**src/rtl/remote_comm_pkg.sv**
```systemverilog
// Shared types and constants for the remote command initiator.
package remote_comm_pkg;

  localparam int unsigned BYTE_W = 8;

  typedef enum logic [1:0] {
    IDLE,
    LOAD,
    XMIT,
    RESP_WAIT
  } state_e;

endpackage

```
**src/rtl/remote_comm_uart.sv**
```systemverilog
// 8N1 UART transceiver: one-cycle tx_done pulse per frame, rdy level held until clr_rdy.
module remote_comm_uart #(
  parameter int unsigned BAUD_DIV = 434
) (
  input  logic       clk,
  input  logic       rst_n,
  input  logic       trmt,
  input  logic [7:0] tx_data,
  output logic       TX,
  output logic       tx_done,
  input  logic       RX,
  output logic       rdy,
  output logic [7:0] rx_data,
  input  logic       clr_rdy
);

  localparam int unsigned BW = $clog2(BAUD_DIV);
  localparam logic [BW-1:0] BIT_LAST  = BW'(BAUD_DIV - 1);
  localparam logic [BW-1:0] HALF_LAST = BW'(BAUD_DIV / 2 - 1);

  logic          tx_busy_q, tx_busy_d;
  logic [BW-1:0] tx_baud_q, tx_baud_d;
  logic [3:0]    tx_bits_q, tx_bits_d;
  logic [9:0]    tx_shift_q, tx_shift_d;
  logic          tx_done_q, tx_done_d;

  logic          rx_meta_q, rx_sync_q;
  logic          rx_busy_q, rx_busy_d;
  logic [BW-1:0] rx_baud_q, rx_baud_d;
  logic [3:0]    rx_bits_q, rx_bits_d;
  logic [7:0]    rx_shift_q, rx_shift_d;
  logic [7:0]    rx_data_q, rx_data_d;
  logic          rdy_q, rdy_d;

  always_comb begin
    tx_busy_d  = tx_busy_q;
    tx_baud_d  = tx_baud_q;
    tx_bits_d  = tx_bits_q;
    tx_shift_d = tx_shift_q;
    tx_done_d  = 1'b0;
    if (!tx_busy_q) begin
      if (trmt) begin
        tx_busy_d  = 1'b1;
        tx_shift_d = {1'b1, tx_data, 1'b0};
        tx_baud_d  = BIT_LAST;
        tx_bits_d  = 4'd0;
      end
    end else if (tx_baud_q != '0) begin
      tx_baud_d = tx_baud_q - 1'b1;
    end else if (tx_bits_q == 4'd9) begin
      tx_busy_d = 1'b0;
      tx_done_d = 1'b1;
    end else begin
      tx_shift_d = {1'b1, tx_shift_q[9:1]};
      tx_bits_d  = tx_bits_q + 1'b1;
      tx_baud_d  = BIT_LAST;
    end
  end

  // Sample 0 is mid start bit, 1..8 are data LSB first, 9 is the stop bit.
  always_comb begin
    rx_busy_d  = rx_busy_q;
    rx_baud_d  = rx_baud_q;
    rx_bits_d  = rx_bits_q;
    rx_shift_d = rx_shift_q;
    rx_data_d  = rx_data_q;
    rdy_d      = rdy_q & ~clr_rdy;
    if (!rx_busy_q) begin
      if (!rx_sync_q) begin
        rx_busy_d = 1'b1;
        rx_baud_d = HALF_LAST;
        rx_bits_d = 4'd0;
      end
    end else if (rx_baud_q != '0) begin
      rx_baud_d = rx_baud_q - 1'b1;
    end else begin
      rx_baud_d = BIT_LAST;
      rx_bits_d = rx_bits_q + 1'b1;
      if (rx_bits_q == 4'd0) begin
        if (rx_sync_q) rx_busy_d = 1'b0;
      end else if (rx_bits_q == 4'd9) begin
        rx_busy_d = 1'b0;
        rx_data_d = rx_shift_q;
        rdy_d     = 1'b1;
      end else begin
        rx_shift_d = {rx_sync_q, rx_shift_q[7:1]};
      end
    end
  end

  always_ff @(posedge clk or negedge rst_n) begin
    if (!rst_n) begin
      tx_busy_q  <= 1'b0;
      tx_baud_q  <= '0;
      tx_bits_q  <= 4'd0;
      tx_shift_q <= '1;
      tx_done_q  <= 1'b0;
      rx_meta_q  <= 1'b1;
      rx_sync_q  <= 1'b1;
      rx_busy_q  <= 1'b0;
      rx_baud_q  <= '0;
      rx_bits_q  <= 4'd0;
      rx_shift_q <= 8'h00;
      rx_data_q  <= 8'h00;
      rdy_q      <= 1'b0;
    end else begin
      tx_busy_q  <= tx_busy_d;
      tx_baud_q  <= tx_baud_d;
      tx_bits_q  <= tx_bits_d;
      tx_shift_q <= tx_shift_d;
      tx_done_q  <= tx_done_d;
      rx_meta_q  <= RX;
      rx_sync_q  <= rx_meta_q;
      rx_busy_q  <= rx_busy_d;
      rx_baud_q  <= rx_baud_d;
      rx_bits_q  <= rx_bits_d;
      rx_shift_q <= rx_shift_d;
      rx_data_q  <= rx_data_d;
      rdy_q      <= rdy_d;
    end
  end

  assign TX      = tx_busy_q ? tx_shift_q[0] : 1'b1;
  assign tx_done = tx_done_q;
  assign rdy     = rdy_q;
  assign rx_data = rx_data_q;

endmodule

```
**src/rtl/remote_comm.sv**
```systemverilog
// Host-side command initiator: sends NUM_BYTES command bytes MSB first over the UART,
// then waits for one response byte or a timeout.
module remote_comm #(
  parameter int unsigned NUM_BYTES    = 3,
  parameter int unsigned RESP_TIMEOUT = 2_000_000,
  parameter int unsigned BAUD_DIV     = 434
) (
  input  logic                 clk,
  input  logic                 rst_n,
  input  logic                 snd_cmd,
  input  logic [8*NUM_BYTES-1:0] cmd,
  input  logic                 clr_resp_rdy,
  input  logic                 RX,
  output logic                 TX,
  output logic                 busy,
  output logic                 cmd_sent,
  output logic [7:0]           resp,
  output logic                 resp_rdy,
  output logic                 timeout
);
  import remote_comm_pkg::*;

  localparam int unsigned CMD_W = BYTE_W * NUM_BYTES;
  localparam int unsigned TW    = $clog2(RESP_TIMEOUT + 1);
  localparam logic [TW-1:0] T_LAST    = TW'(RESP_TIMEOUT - 1);
  localparam logic [1:0]    LAST_BYTE = 2'(NUM_BYTES - 1);

  state_e            state_q, state_d;
  logic [CMD_W-1:0]  shift_q, shift_d;
  logic [1:0]        cnt_q, cnt_d;
  logic [TW-1:0]     tcnt_q, tcnt_d;
  logic              cmd_sent_q, cmd_sent_d;
  logic [BYTE_W-1:0] resp_q, resp_d;
  logic              resp_rdy_q, resp_rdy_d;
  logic              timeout_q, timeout_d;
  logic              clr_rdy_q, clr_rdy_d;

  logic              trmt, tx_done, rdy;
  logic [BYTE_W-1:0] tx_data, rx_data;

  // rdy stays high one cycle after clr_rdy; clr_rdy_q masks that stale cycle.
  logic rdy_new;
  assign rdy_new = rdy & ~clr_rdy_q;

  always_comb begin
    state_d    = state_q;
    shift_d    = shift_q;
    cnt_d      = cnt_q;
    tcnt_d     = tcnt_q;
    cmd_sent_d = cmd_sent_q;
    resp_d     = resp_q;
    resp_rdy_d = resp_rdy_q & ~clr_resp_rdy;
    timeout_d  = timeout_q;
    clr_rdy_d  = 1'b0;
    trmt       = 1'b0;

    if (rdy_new && state_q != RESP_WAIT) clr_rdy_d = 1'b1;

    unique case (state_q)
      IDLE: begin
        if (snd_cmd) begin
          shift_d    = cmd;
          cnt_d      = 2'd0;
          cmd_sent_d = 1'b0;
          timeout_d  = 1'b0;
          resp_rdy_d = 1'b0;
          state_d    = LOAD;
        end
      end
      LOAD: begin
        trmt    = 1'b1;
        state_d = XMIT;
      end
      XMIT: begin
        if (tx_done) begin
          if (cnt_q != LAST_BYTE) begin
            shift_d = shift_q << BYTE_W;
            cnt_d   = cnt_q + 1'b1;
            state_d = LOAD;
          end else begin
            cmd_sent_d = 1'b1;
            tcnt_d     = '0;
            state_d    = RESP_WAIT;
          end
        end
      end
      RESP_WAIT: begin
        if (tcnt_q != '1) tcnt_d = tcnt_q + 1'b1;
        if (rdy_new) begin
          resp_d     = rx_data;
          resp_rdy_d = 1'b1;
          clr_rdy_d  = 1'b1;
          state_d    = IDLE;
        end else if (tcnt_q == T_LAST) begin
          timeout_d = 1'b1;
          state_d   = IDLE;
        end
      end
      default: state_d = IDLE;
    endcase
  end

  always_ff @(posedge clk or negedge rst_n) begin
    if (!rst_n) begin
      state_q    <= IDLE;
      shift_q    <= '0;
      cnt_q      <= 2'd0;
      tcnt_q     <= '0;
      cmd_sent_q <= 1'b0;
      resp_q     <= '0;
      resp_rdy_q <= 1'b0;
      timeout_q  <= 1'b0;
      clr_rdy_q  <= 1'b0;
    end else begin
      state_q    <= state_d;
      shift_q    <= shift_d;
      cnt_q      <= cnt_d;
      tcnt_q     <= tcnt_d;
      cmd_sent_q <= cmd_sent_d;
      resp_q     <= resp_d;
      resp_rdy_q <= resp_rdy_d;
      timeout_q  <= timeout_d;
      clr_rdy_q  <= clr_rdy_d;
    end
  end

  assign tx_data = shift_q[CMD_W-1 -: BYTE_W];

  remote_comm_uart #(
    .BAUD_DIV(BAUD_DIV)
  ) u_uart (
    .clk    (clk),
    .rst_n  (rst_n),
    .trmt   (trmt),
    .tx_data(tx_data),
    .TX     (TX),
    .tx_done(tx_done),
    .RX     (RX),
    .rdy    (rdy),
    .rx_data(rx_data),
    .clr_rdy(clr_rdy_q)
  );

  assign busy     = (state_q != IDLE);
  assign cmd_sent = cmd_sent_q;
  assign resp     = resp_q;
  assign resp_rdy = resp_rdy_q;
  assign timeout  = timeout_q;

endmodule
```
**config.mk**
```make
export PLATFORM = sky130hd
export DESIGN_NAME = remote_comm
export DESIGN_NICKNAME = d
export VERILOG_FILES = /design/src/rtl/remote_comm_pkg.sv /design/src/rtl/remote_comm_uart.sv /design/src/rtl/remote_comm.sv
export SDC_FILE = /design/constraint.sdc
export NUM_CORES = 1
export LEC_CHECK = 0
export ABC_AREA = 0
export CAP_MARGIN = 20
export CORE_UTILIZATION = 55
export CTS_BUF_LIST = sky130_fd_sc_hd__clkbuf_4 sky130_fd_sc_hd__clkbuf_8
export DETAILED_ROUTE_END_ITERATION = 8
export GPL_TIMING_DRIVEN = 0
export PLACE_DENSITY_LB_ADDON = 0.3
export SYNTH_ARGS = -nofsm -noshare
export SYNTH_HDL_FRONTEND = slang
export SYNTH_SLANG_ARGS = --single-unit
```
**constraint.sdc**
```tcl
create_clock -name clk -period 4.2 [get_ports clk]
set_input_delay 0.84 -clock clk [delete_from_list [all_inputs] [get_ports clk]]
set_output_delay 0.84 -clock clk [all_outputs]
set_load 0.03 [all_outputs]
```
; After elaboration in Yosys (flattened, before gate mapping)
; Index checks and enable logic that the tools add are counted.
[word_totals]
ff_bits = 119
input_bits = 29
elab_cells = 145
[classes]
add_sub_neg = 6
n_eq_ne = 22
n_mux = 67
n_bitwise = 7
reduce_logical = 21
[ops]
columns = cell, n
row1 = $mux W24, 3
row2 = $mux W21, 3
row3 = $mux W9, 7
row4 = $pmux W24 S2, 1
row5 = $pmux W21 S2, 1
row6 = $mux W10, 4
row7 = $mux W1, 28
row8 = $mux W4, 7
row9 = $ne A2 B2 Y1 const B, 12
row10 = $reduce_and A4 Y1, 6
row11 = $add A21 B1 Y21 const B, 1
row12 = $eq A21 B21 Y1 const B, 1
row13 = $ne A21 B21 Y1 const B, 1
row14 = $reduce_bool A9 Y1, 2
row15 = $sub A9 B1 Y9 const B, 2
row16 = $mux W2, 8
row17 = $reduce_bool A2 Y1, 5
row18 = $add A4 B1 Y4 const B, 2
row19 = $eq A4 B4 Y1 const B, 2
row20 = $pmux W2 S4, 1
row21 = $ne A3 B3 Y1 const B, 2
row22 = $pmux W1 S2, 3
row23 = $reduce_and A2 Y1, 3
row24 = $reduce_and A3 Y1, 2
row25 = 10 further kinds, 16

; Depth between registers and ports, before layout
; Gate-level depths: netlist of run 1.
[depth]
depth_word = 6
depth_mapped = 10
ltp_nobuf = 7

; By module
; A second synthesis of run 1 with hierarchy kept.
[hier_totals]
hier_cells = 556
area_unflattened_um2 = 5820.6
[modules_own_cells]
columns = module, n_inst, cells_each, area_per_inst_um2, seq_area_each_um2
row1 = remote_comm, 1, 304, 3042.9, 1526.5
row2 = remote_comm_uart, 1, 252, 2777.7, 1440.1

; Worst setup path after synthesis of run 1
; OpenSTA, ideal clock, no wires.
[synth_path]
path_type = register -> register
startpoint = register u_uart.rx_baud_q[0]
endpoint = register u_uart.rx_data_q[0] (netlist: u_uart.rx_data[0])
t_arrival_ns = 2.352
setup_slack_ns = 1.723
stages_incl_launch_ff = 9
n_path_buf = 1
synth_period_minus_slack_ns = 2.477
cell_sequence = dfrtp_1 inv_1 ha_1 or4b_4 nor3b_4 nand2_4 or3_1 buf_6 mux2_4
[synth_between]
elab_chain_len = 3
[synth_rtl]
columns = element, line
row1 = from (decl), remote_comm_uart.sv:29  ; logic [BW-1:0] rx_baud_q, rx_baud_d;
row2 = from (signal assigned), remote_comm_uart.sv:115  ; rx_baud_q <= rx_baud_d;
row3 = $reduce_bool A9 Y1, remote_comm_uart.sv:74  ; end else if (rx_baud_q != '0) begin
row4 = $not A1 Y1 (no line), -
row5 = $reduce_and A4 Y1 (no line), -
row6 = to (signal assigned), remote_comm_uart.sv:118  ; rx_data_q <= rx_data_d;
row7 = to (decl), remote_comm_uart.sv:32  ; logic [7:0] rx_data_q, rx_data_d;
; No other way between the ends.
; A chain may end at the register's enable or synchronous reset.

; Worst setup path after layout of run 1
[layout_path]
startpoint = register u_uart.tx_busy_q
endpoint = output TX
[layout_between]
elab_chain_len = 1
[layout_rtl]
columns = element, line
row1 = from (decl), remote_comm_uart.sv:21  ; logic tx_busy_q, tx_busy_d;
row2 = from (signal assigned), remote_comm_uart.sv:107  ; tx_busy_q <= tx_busy_d;
row3 = $mux W1, remote_comm_uart.sv:123  ; assign TX = tx_busy_q ? tx_shift_q[0] : 1'b1;
row4 = to (decl), remote_comm.sv:14  ; output logic TX,
; No other way between the ends.

==> results of run 1 <==
## through the flow
stage / util (%) / cell area, sq um / instances / hold WS, ps / setup slack, ps
5_1_grt: 67.94 / 6733 / 757 / 361.9 / 922.5
3_5_place_dp: 63.61 / 6304 / 725 / 347.2 / 1376
4_1_cts: 67.94 / 6733 / 757 / 358.0 / 1011
6_report: 67.94 / 6733 / 757 / 357.2 / 1048
3_3_place_gp: 63.32 / 6275 / 724 / 346.4 / -2127
2_1_floorplan: - / 5698 / 550 / 345.2 / 1723
## cells by family (layout without fill, tap and decap cells)
| group | after synthesis | after routing |
|---|---|---|
| simple gates | 181 | 181 |
| fa+ha+maj | 13 | 13 |
| mux | 50 | 50 |
| buf+inv | 42 | 116 |
| xor+xnor | 9 | 9 |
| compound gates | 137 | 137 |
| flops | 118 | 118 |
## power groups by stage
stage | Sequential (W) | Clock [W] | Combinational (W)
2_1_floorplan | 0.00154 | 0 | 0.000777
3_3_place_gp | 0.00158 | 0 | 0.00100
3_5_place_dp | 0.00159 | 0 | 0.00104
4_1_cts | 0.00157 | 0.00112 | 0.00106
5_1_grt | 0.00161 | 0.00117 | 0.00119
6_report | 0.00158 | 0.00110 | 0.00105
## area by class of cell
class	count	area share, %
Multi-Input combinational cell	390	38.08
Buffer	22	1.375
Clock inverter	13	2.583
Tap cell	133	2.472
Inverter	20	1.115
Clock buffer	19	3.791
Timing Repair Buffer	42	6.523
Sequential cell	118	44.06
## layer usage
| layer | wire [microns] | vias up | GRT usage [%] |
|---|---|---|---|
| met5 | 0 | - | 0 |
| li1 | - | 2125 | - |
| met2 | 6097 | 120 | 40.75 |
| met1 | 5118 | 2142 | 29.42 |
| met4 | 222 | 0 | 8.776 |
| met3 | 541 | 21 | 6.230 |
## synth_stat cells, types with 4 or more instances
cell type / n / area share [%]
a21oi_1: 33 / 2.9
o21ai_0: 45 / 4.0
dfstp_2: 11 / 5.1
ha_1: 13 / 2.9
nand2b_1: 10 / 1.1
o31ai_1: 14 / 1.8
inv_1: 19 / 1.3
a22o_1: 8 / 1.2
nor2_1: 43 / 2.8
nor3_1: 12 / 1.1
nand4_1: 10 / 1.1
buf_1: 5 / 0.33
nand2_1: 52 / 3.4
mux2_4: 8 / 2.1
xor2_1: 6 / 0.92
o41ai_1: 4 / 0.61
clkbuf_1: 14 / 0.92
mux2_2: 16 / 3.2
and2_1: 6 / 0.66
mux2i_1: 26 / 4.6
dfrtp_1: 107 / 47
a31oi_1: 9 / 0.99
o22ai_1: 6 / 0.66
nor4_1: 4 / 0.44
nand3_1: 16 / 1.4
and4_1: 4 / 0.61
## path summary, 6_finish.rpt
check / slack, ps / cells past startpoint / endpoint / start
worst min register to register: 360 / 0 / u_uart.rx_sync_q / u_uart.rx_meta_q
worst min-delay path: 360 / 0 / u_uart.rx_sync_q / u_uart.rx_meta_q
worst max-delay path: 1050 / 4 / TX / u_uart.tx_busy_q
min in group asynchronous: 370 / 1 / u_uart.tx_bits_q[0] / rst_n
worst max register to register: 1410 / 8 / tcnt_q[5] / tcnt_q[9]
max in group asynchronous: 3140 / 2 / u_uart.tx_shift_q[8] / rst_n
## state kept, by name (all words and copies together), names as in the netlist, 2 cells and up
signal / cells
cnt_q: 2
resp: 8
shift_q: 24
state_q: 2
tcnt_q: 21
u_uart.rx_baud_q: 9
u_uart.rx_bits_q: 4
u_uart.rx_data: 8
u_uart.rx_shift_q: 8
u_uart.tx_baud_q: 9
u_uart.tx_bits_q: 4
u_uart.tx_shift_q: 9
## critical path: cells and delay by family (launching register included)
family        cells  cell delay [ps]
flops             1              320
simple gates      1              110
buf+inv           3             1440
==> results_tabular.tex, run 1 <==
\begin{tabular}{lr}
\hline
Metric & Value \\
\hline
\multicolumn{2}{l}{\textbf{CTS}} \\
Clock Tree Root & clkbuf\_8 \\
Maximum root-to-sink buffer count & 2 \\
Clock transition at path regs & 70 ps \\
Clock H-tree levels & 4 \\
Cts hold-fix bufs & 0 \\
Number of gates resized after cts & 0 \\
Total CTS buffers & 17 \\
Total clock sinks & between 100 and 150 \\
CTS tree & built \\
Number of post-CTS setup repair buffers & 0 \\
Latest clock arrival within the worst-skew pair & 440 ps \\
\multicolumn{2}{l}{\textbf{Logic synthesis}} \\
Post-Syn Instances & 550 \\
Async set or reset register ratio after synthesis & 100.0\% \\
Summed instance area of the synthesized netlist & 0.005698 sq mm \\
Area share of fa/ha/maj cells after synthesis & 2.855\% \\
Synth Area in XOR/XNOR & 1.383\% \\
Multiplexer share of the synthesized area & under 10\% \\
Total nets after synthesis & 592 \\
Count of unique library cells instantiated by Yosys & 56 \\
Register area share after synthesis & 52.06\% \\
Number of synthesized flops with an enable pin & 0 \\
Simple logic cell fraction of the synthesized area & 16.12\% \\
Most used flip-flop cell after synthesis & dfrtp\_1 \\
Number of synthesized register bits & 118 \\
Count of warnings emitted by yosys & 0 \\
Avg Cell Area, Syn & 10.36 sq um \\
Dominant combinational cell family by area after synthesis & simple AND/OR/NAND/NOR gates \\
Post-synthesis compound-gate area fraction & 14.80\% \\
\multicolumn{2}{l}{\textbf{Placement}} \\
Last weighted congestion value of the routability-driven placer & 0.8534 \\
Port Buffer Count & 41 \\
Final HPWL DP & 8.212 mm \\
\multicolumn{2}{l}{\textbf{Route}} \\
Routed via count & roughly 4.4k \\
First-iteration detailed-routing DRC count & 290 \\
DRC violations left & 0 \\
First-pass iteration count of the detailed router & 7 \\
Drt total wl & approximately 12 mm \\
Detail-routed net length per standard cell & 15.83 microns \\
Count of antenna-violating nets left after detailed routing & 0 \\
Detail-routed via count per cell & 5.823 \\
\multicolumn{2}{l}{\textbf{Power}} \\
Combinational Power Share & 28.2\% \\
Power per Cell Area & 554.5 mW/mm\^{}2 \\
Switching power summed over all nets & 0.001288 W \\
Sequential share of power & between 40\% and 50\% \\
Internal Dissipation & about 0.0024 W \\
Static Leakage & between 2 and 3 nW \\
Switching share of power & roughly a third \\
Total chip power & 0.003733 W \\
Fraction of power consumed by the clock network & 29.5\% \\
Maximum ir drop on the vdd rail & between 300 and 400 uV \\
\multicolumn{2}{l}{\textbf{Critical path}} \\
Critical path endpoint category & output port \\
Cell chain of the critical path & clkbuf\_1, buf\_1, nand2b\_1, clkdlybuf4s50\_1 \\
Endpoint arrival time on the critical path & 2310 ps \\
Required time worst endpoint & 3360 ps \\
Delay contributed by the slowest stage of the critical path & 610 ps \\
Maximum net fanout on the critical path & 10 \\
Cell with the largest stage delay on the worst path & clkdlybuf4s50\_1 \\
Critical path launch point type & flip-flop \\
Critical path type & reg2out \\
\multicolumn{2}{l}{\textbf{Cells and area}} \\
Diode count & 0 \\
Most common library cell in the layout ignoring fill and taps & dfrtp\_1 \\
Area overhead of the layout relative to synthesis & 18.16\% \\
Final net count & 653 \\
Sequential cell area & 0.002967 sq mm \\
Top library cells by usage in the layout, fill and taps aside & 107 x dfrtp\_1, 52 x nand2\_1, 45 x o21ai\_0 \\
Area of the multi-input gates & approximately 0.0026 sq mm \\
Share of final-layout standard cells stronger than drive strength 1 & about an eighth \\
Filler instances & between 700 and 800 \\
\multicolumn{2}{l}{\textbf{Floorplanning}} \\
Number of core rows & 36 \\
Area of the core region & 0.009910 sq mm \\
Number of primary I/O pins & 42 \\
Initial Util & 57.50\% \\
Die span in x & 103.8 microns \\
Die H & 103.8 microns \\
Area of the die & roughly 0.011 sq mm \\
\multicolumn{2}{l}{\textbf{GRT}} \\
Total gr overflow & 0 \\
Pin count of the biggest net entering global routing & 63 \\
Global-route wire length before repair & 20.60 mm \\
Total routing usage reported by global routing & a little under a quarter \\
Via count of the first global-routing pass & 4290 \\
Initial antenna violation count & 0 \\
\multicolumn{2}{l}{\textbf{STA}} \\
F\_max & between 300 and 400 MHz \\
Max\_slew headroom & 35.86\% \\
Final Hold Vio Count & 0 \\
Clock skew after layout & 12.53 ps \\
Final setup violation count & 0 \\
Post-route fraction of the period consumed by the critical path & 75.04\% \\
Minimum clock period & 3152 ps \\
RSZ-0062 raised after global routing & false \\
Number of max-slew violations in the final report & 0 \\
Sum of negative setup slack & 0 ps \\
Slew @ Worst Pin & 953.3 ps \\
\multicolumn{2}{l}{\textbf{Hold path}} \\
Hold Path Class & reg2reg \\
\multicolumn{2}{l}{\textbf{Flow run}} \\
Max Cap Viol & 0 \\
\multicolumn{2}{l}{\textbf{Run status}} \\
Result of the run & finished clean \\
\hline
\end{tabular}
Power figures use the tool's default switching activity.
==> run 2: changes to the inputs <==
==> constraint.sdc (replaced) <==
create_clock -name clk -period 2.9 [get_ports clk]
set_input_delay 0.58 -clock clk [delete_from_list [all_inputs] [get_ports clk]]
set_output_delay 0.58 -clock clk [all_outputs]
set_load 0.03 [all_outputs]
==> results_tabular.tex, run 2 (synthesis gave the netlist of run 1 again) <==
\begin{tabular}{lr}
\hline
Metric & Value \\
\hline
\multicolumn{2}{l}{\textbf{Cells and area}} \\
Diode count & 0 (unchanged) \\
Share of final-layout standard cells stronger than drive strength 1 & 13.14\% (was 12.82\%) \\
Register name with the most flops & shift\_q (unchanged) \\
Final net count & 653 (unchanged) \\
Final Instance Count excl. Fillers & 757 (unchanged) \\
Most common library cell in the layout ignoring fill and taps & dfrtp\_1 (unchanged) \\
Largest registers & shift\_q (24), tcnt\_q (21) (unchanged) \\
Max FFs per register & 24 (unchanged) \\
Top library cells by usage in the layout, fill and taps aside & 107 x dfrtp\_1, 52 x nand2\_1, 45 x o21ai\_0 (unchanged) \\
Area overhead of the layout relative to synthesis & 18.29\% (was 18.16\%) \\
Share of the core filled with cells in the final layout & 68.02\% (was 67.94\%) \\
\multicolumn{2}{l}{\textbf{GRT}} \\
Global-route track usage on met2 & 40.75\% (unchanged) \\
Global-route wire length before repair & 20.60 mm (unchanged) \\
Pin count of the biggest net entering global routing & 63 (unchanged) \\
Layer carrying the most global-route usage & met2 (unchanged) \\
GR Util met1 & 29.42\% (unchanged) \\
Fraction of met3 tracks used by global routing & 6.230\% (unchanged) \\
Total gr overflow & 0 (unchanged) \\
Initial antenna violation count & 0 (unchanged) \\
Via count of the first global-routing pass & 4290 (unchanged) \\
Total routing usage reported by global routing & 23.95\% (unchanged) \\
\multicolumn{2}{l}{\textbf{Critical path}} \\
Cell chain of the critical path & inv\_1, ha\_1, or4b\_4, nor3b\_4, nand2\_4, or3\_1, buf\_6, mux2\_4 (was clkbuf\_1, buf\_1, nand2b\_1, clkdlybuf4s50\_1) \\
Cell with the largest stage delay on the worst path & or4b\_4 (was clkdlybuf4s50\_1) \\
Count of cells along the worst register-to-register path & 8 (unchanged) \\
Critical path type & reg2reg (was reg2out) \\
Setup slack of the worst register-to-register path & 200 ps (was 1410 ps) \\
Critical path launch point type & flip-flop (unchanged) \\
Worst flop-to-flop path startpoint & u\_uart.rx\_baud\_q[0] (was tcnt\_q[9]) \\
Required time worst endpoint & 3220 ps (was 3360 ps) \\
Cell type group with the largest total delay on the critical path & simple AND/OR/NAND/NOR gates (was buffers and inverters) \\
Capture point of the worst reg-to-reg path & u\_uart.rx\_data[3] (was tcnt\_q[5]) \\
Maximum net fanout on the critical path & 10 (unchanged) \\
Combined buffer and inverter count along the critical path & 2 (was 3) \\
Delay contributed by the slowest stage of the critical path & 500 ps (was 610 ps) \\
Endpoint arrival time on the critical path & 3030 ps (was 2310 ps) \\
Critical path endpoint category & flip-flop (was output port) \\
\multicolumn{2}{l}{\textbf{STA}} \\
F\_max & approximately 370 MHz \\
Post-route fraction of the period consumed by the critical path & 93.24\% \\
Clock skew after layout & 11.52 ps (was 12.53 ps) \\
Max\_slew headroom & 55.86\% (was 35.86\%) \\
Minimum clock period & 2704 ps \\
Minimum hold slack & 110.4 ps (was 357.2 ps) \\
Number of max-slew violations in the final report & 0 (unchanged) \\
Sum of negative setup slack & 0 ps (unchanged) \\
Final Hold Vio Count & 0 (unchanged) \\
Final setup violation count & 0 (unchanged) \\
Slew @ Worst Pin & 662.0 ps (was 953.3 ps) \\
RSZ-0062 raised after global routing & false (unchanged) \\
\multicolumn{2}{l}{\textbf{CTS}} \\
CTS tree & built (unchanged) \\
Maximum root-to-sink buffer count & 2 (unchanged) \\
Number of gates resized after cts & 1 (was 0) \\
Clock Tree Root & clkbuf\_8 (unchanged) \\
Latest clock arrival within the worst-skew pair & 440 ps (about the same) \\
Total clock sinks & 118 (unchanged) \\
Number of post-CTS setup repair buffers & 0 (unchanged) \\
Cts hold-fix bufs & 0 (unchanged) \\
Clock H-tree levels & 4 (unchanged) \\
Total CTS buffers & 17 (unchanged) \\
Clock transition at path regs & 80 ps (was 70 ps) \\
\multicolumn{2}{l}{\textbf{Power}} \\
Static Leakage & 2.949 nW (was 2.948 nW) \\
Power per Cell Area & 802.5 mW/mm\^{}2 (was 554.5 mW/mm\^{}2) \\
Total chip power & 0.005409 W (was 0.003733 W) \\
Maximum ir drop on the vdd rail & 533.1 uV (was 367.8 uV) \\
\multicolumn{2}{l}{\textbf{Placement}} \\
Post-Place Cells & 725 (unchanged) \\
Port Buffer Count & 41 (unchanged) \\
Final HPWL DP & 8.212 mm (unchanged) \\
Last weighted congestion value of the routability-driven placer & 0.8534 (unchanged) \\
\multicolumn{2}{l}{\textbf{Floorplanning}} \\
Die span in x & 103.8 microns (unchanged) \\
Initial Util & 57.50\% (unchanged) \\
Number of primary I/O pins & 42 (unchanged) \\
Die H & 103.8 microns (unchanged) \\
Area of the die & 0.01077 sq mm (unchanged) \\
Number of core rows & 36 (unchanged) \\
Area of the core region & 0.009910 sq mm (unchanged) \\
\multicolumn{2}{l}{\textbf{Flow run}} \\
Max Cap Viol & 0 (unchanged) \\
\multicolumn{2}{l}{\textbf{Run status}} \\
Result of the run & finished clean (unchanged) \\
\multicolumn{2}{l}{\textbf{Route}} \\
Count of antenna-violating nets left after detailed routing & 0 (unchanged) \\
Detail-routed net length per standard cell & 15.88 microns (was 15.83 microns) \\
Drt total wl & 12.02 mm (was 11.98 mm) \\
Detail-routed via count per cell & 5.793 (was 5.823) \\
Routed via count & 4385 (was 4408) \\
First-pass iteration count of the detailed router & 5 (was 7) \\
First-iteration detailed-routing DRC count & 290 (unchanged) \\
DRC violations left & 0 (unchanged) \\
\multicolumn{2}{l}{\textbf{Hold path}} \\
Hold Path Class & in2async (was reg2reg) \\
\hline
\end{tabular}
## run 2: where the power goes
group	switching (W)	total, W	internal [W]
Combinational	0.000905	0.00153	0.000623
Clock	0.000704	0.00160	0.000894
Sequential	0.000259	0.00228	0.00202
Total	0.00187	0.00541	0.00354
## run 2: per-layer routing
metal	routed length, microns	part of all wire (%)
met5	0	0
met3	515	4.3
met2	6095	51
met4	223	1.9
met1	5185	43
## run 2: worst max-delay path by stage
stage                   startpoint              endpoint  slack [ps]  depth (start not counted)
2_1_floorplan  u_uart.rx_baud_q[0]     u_uart.rx_data[0]         420                          8
3_3_place_gp                 rst_n  u_uart.rx_shift_q[2]       -3170                          1
3_5_place_dp             tcnt_q[9]             tcnt_q[5]         170                          8
4_1_cts                  tcnt_q[9]             tcnt_q[5]         160                          8
5_1_grt        u_uart.rx_baud_q[0]     u_uart.rx_data[4]          60                          8
6_report       u_uart.rx_baud_q[0]     u_uart.rx_data[3]         200                          8
## run 2: worst register-to-register path: stages, from the launching register on
cell	delay (ps)
dfrtp_1	380
inv_1	90
ha_1	220
or4b_4	500
nor3b_4	460
nand2_4	100
or3_1	370
buf_6	170
mux2_4	310
## run 2: final cells by class
cell class	instances	area [sq um]
tap	133	166.4
clock inverter	13	173.9
multi-input combinational	390	2570
sequential	118	2967
fill	735	3169
clock buffer	19	255.2
inverter	20	75.07
buffer	22	93.84
timing repair buffer	42	439.2
## run 2: through the flow
step / worst slack (ps) / instance area [sq um]
floorplan: 422.5 / 5698
global placement: -3167 / 6275
CTS: 158.6 / 6734
global route: 58.03 / 6740
finish: 196.1 / 6740
detailed placement: 170.5 / 6304
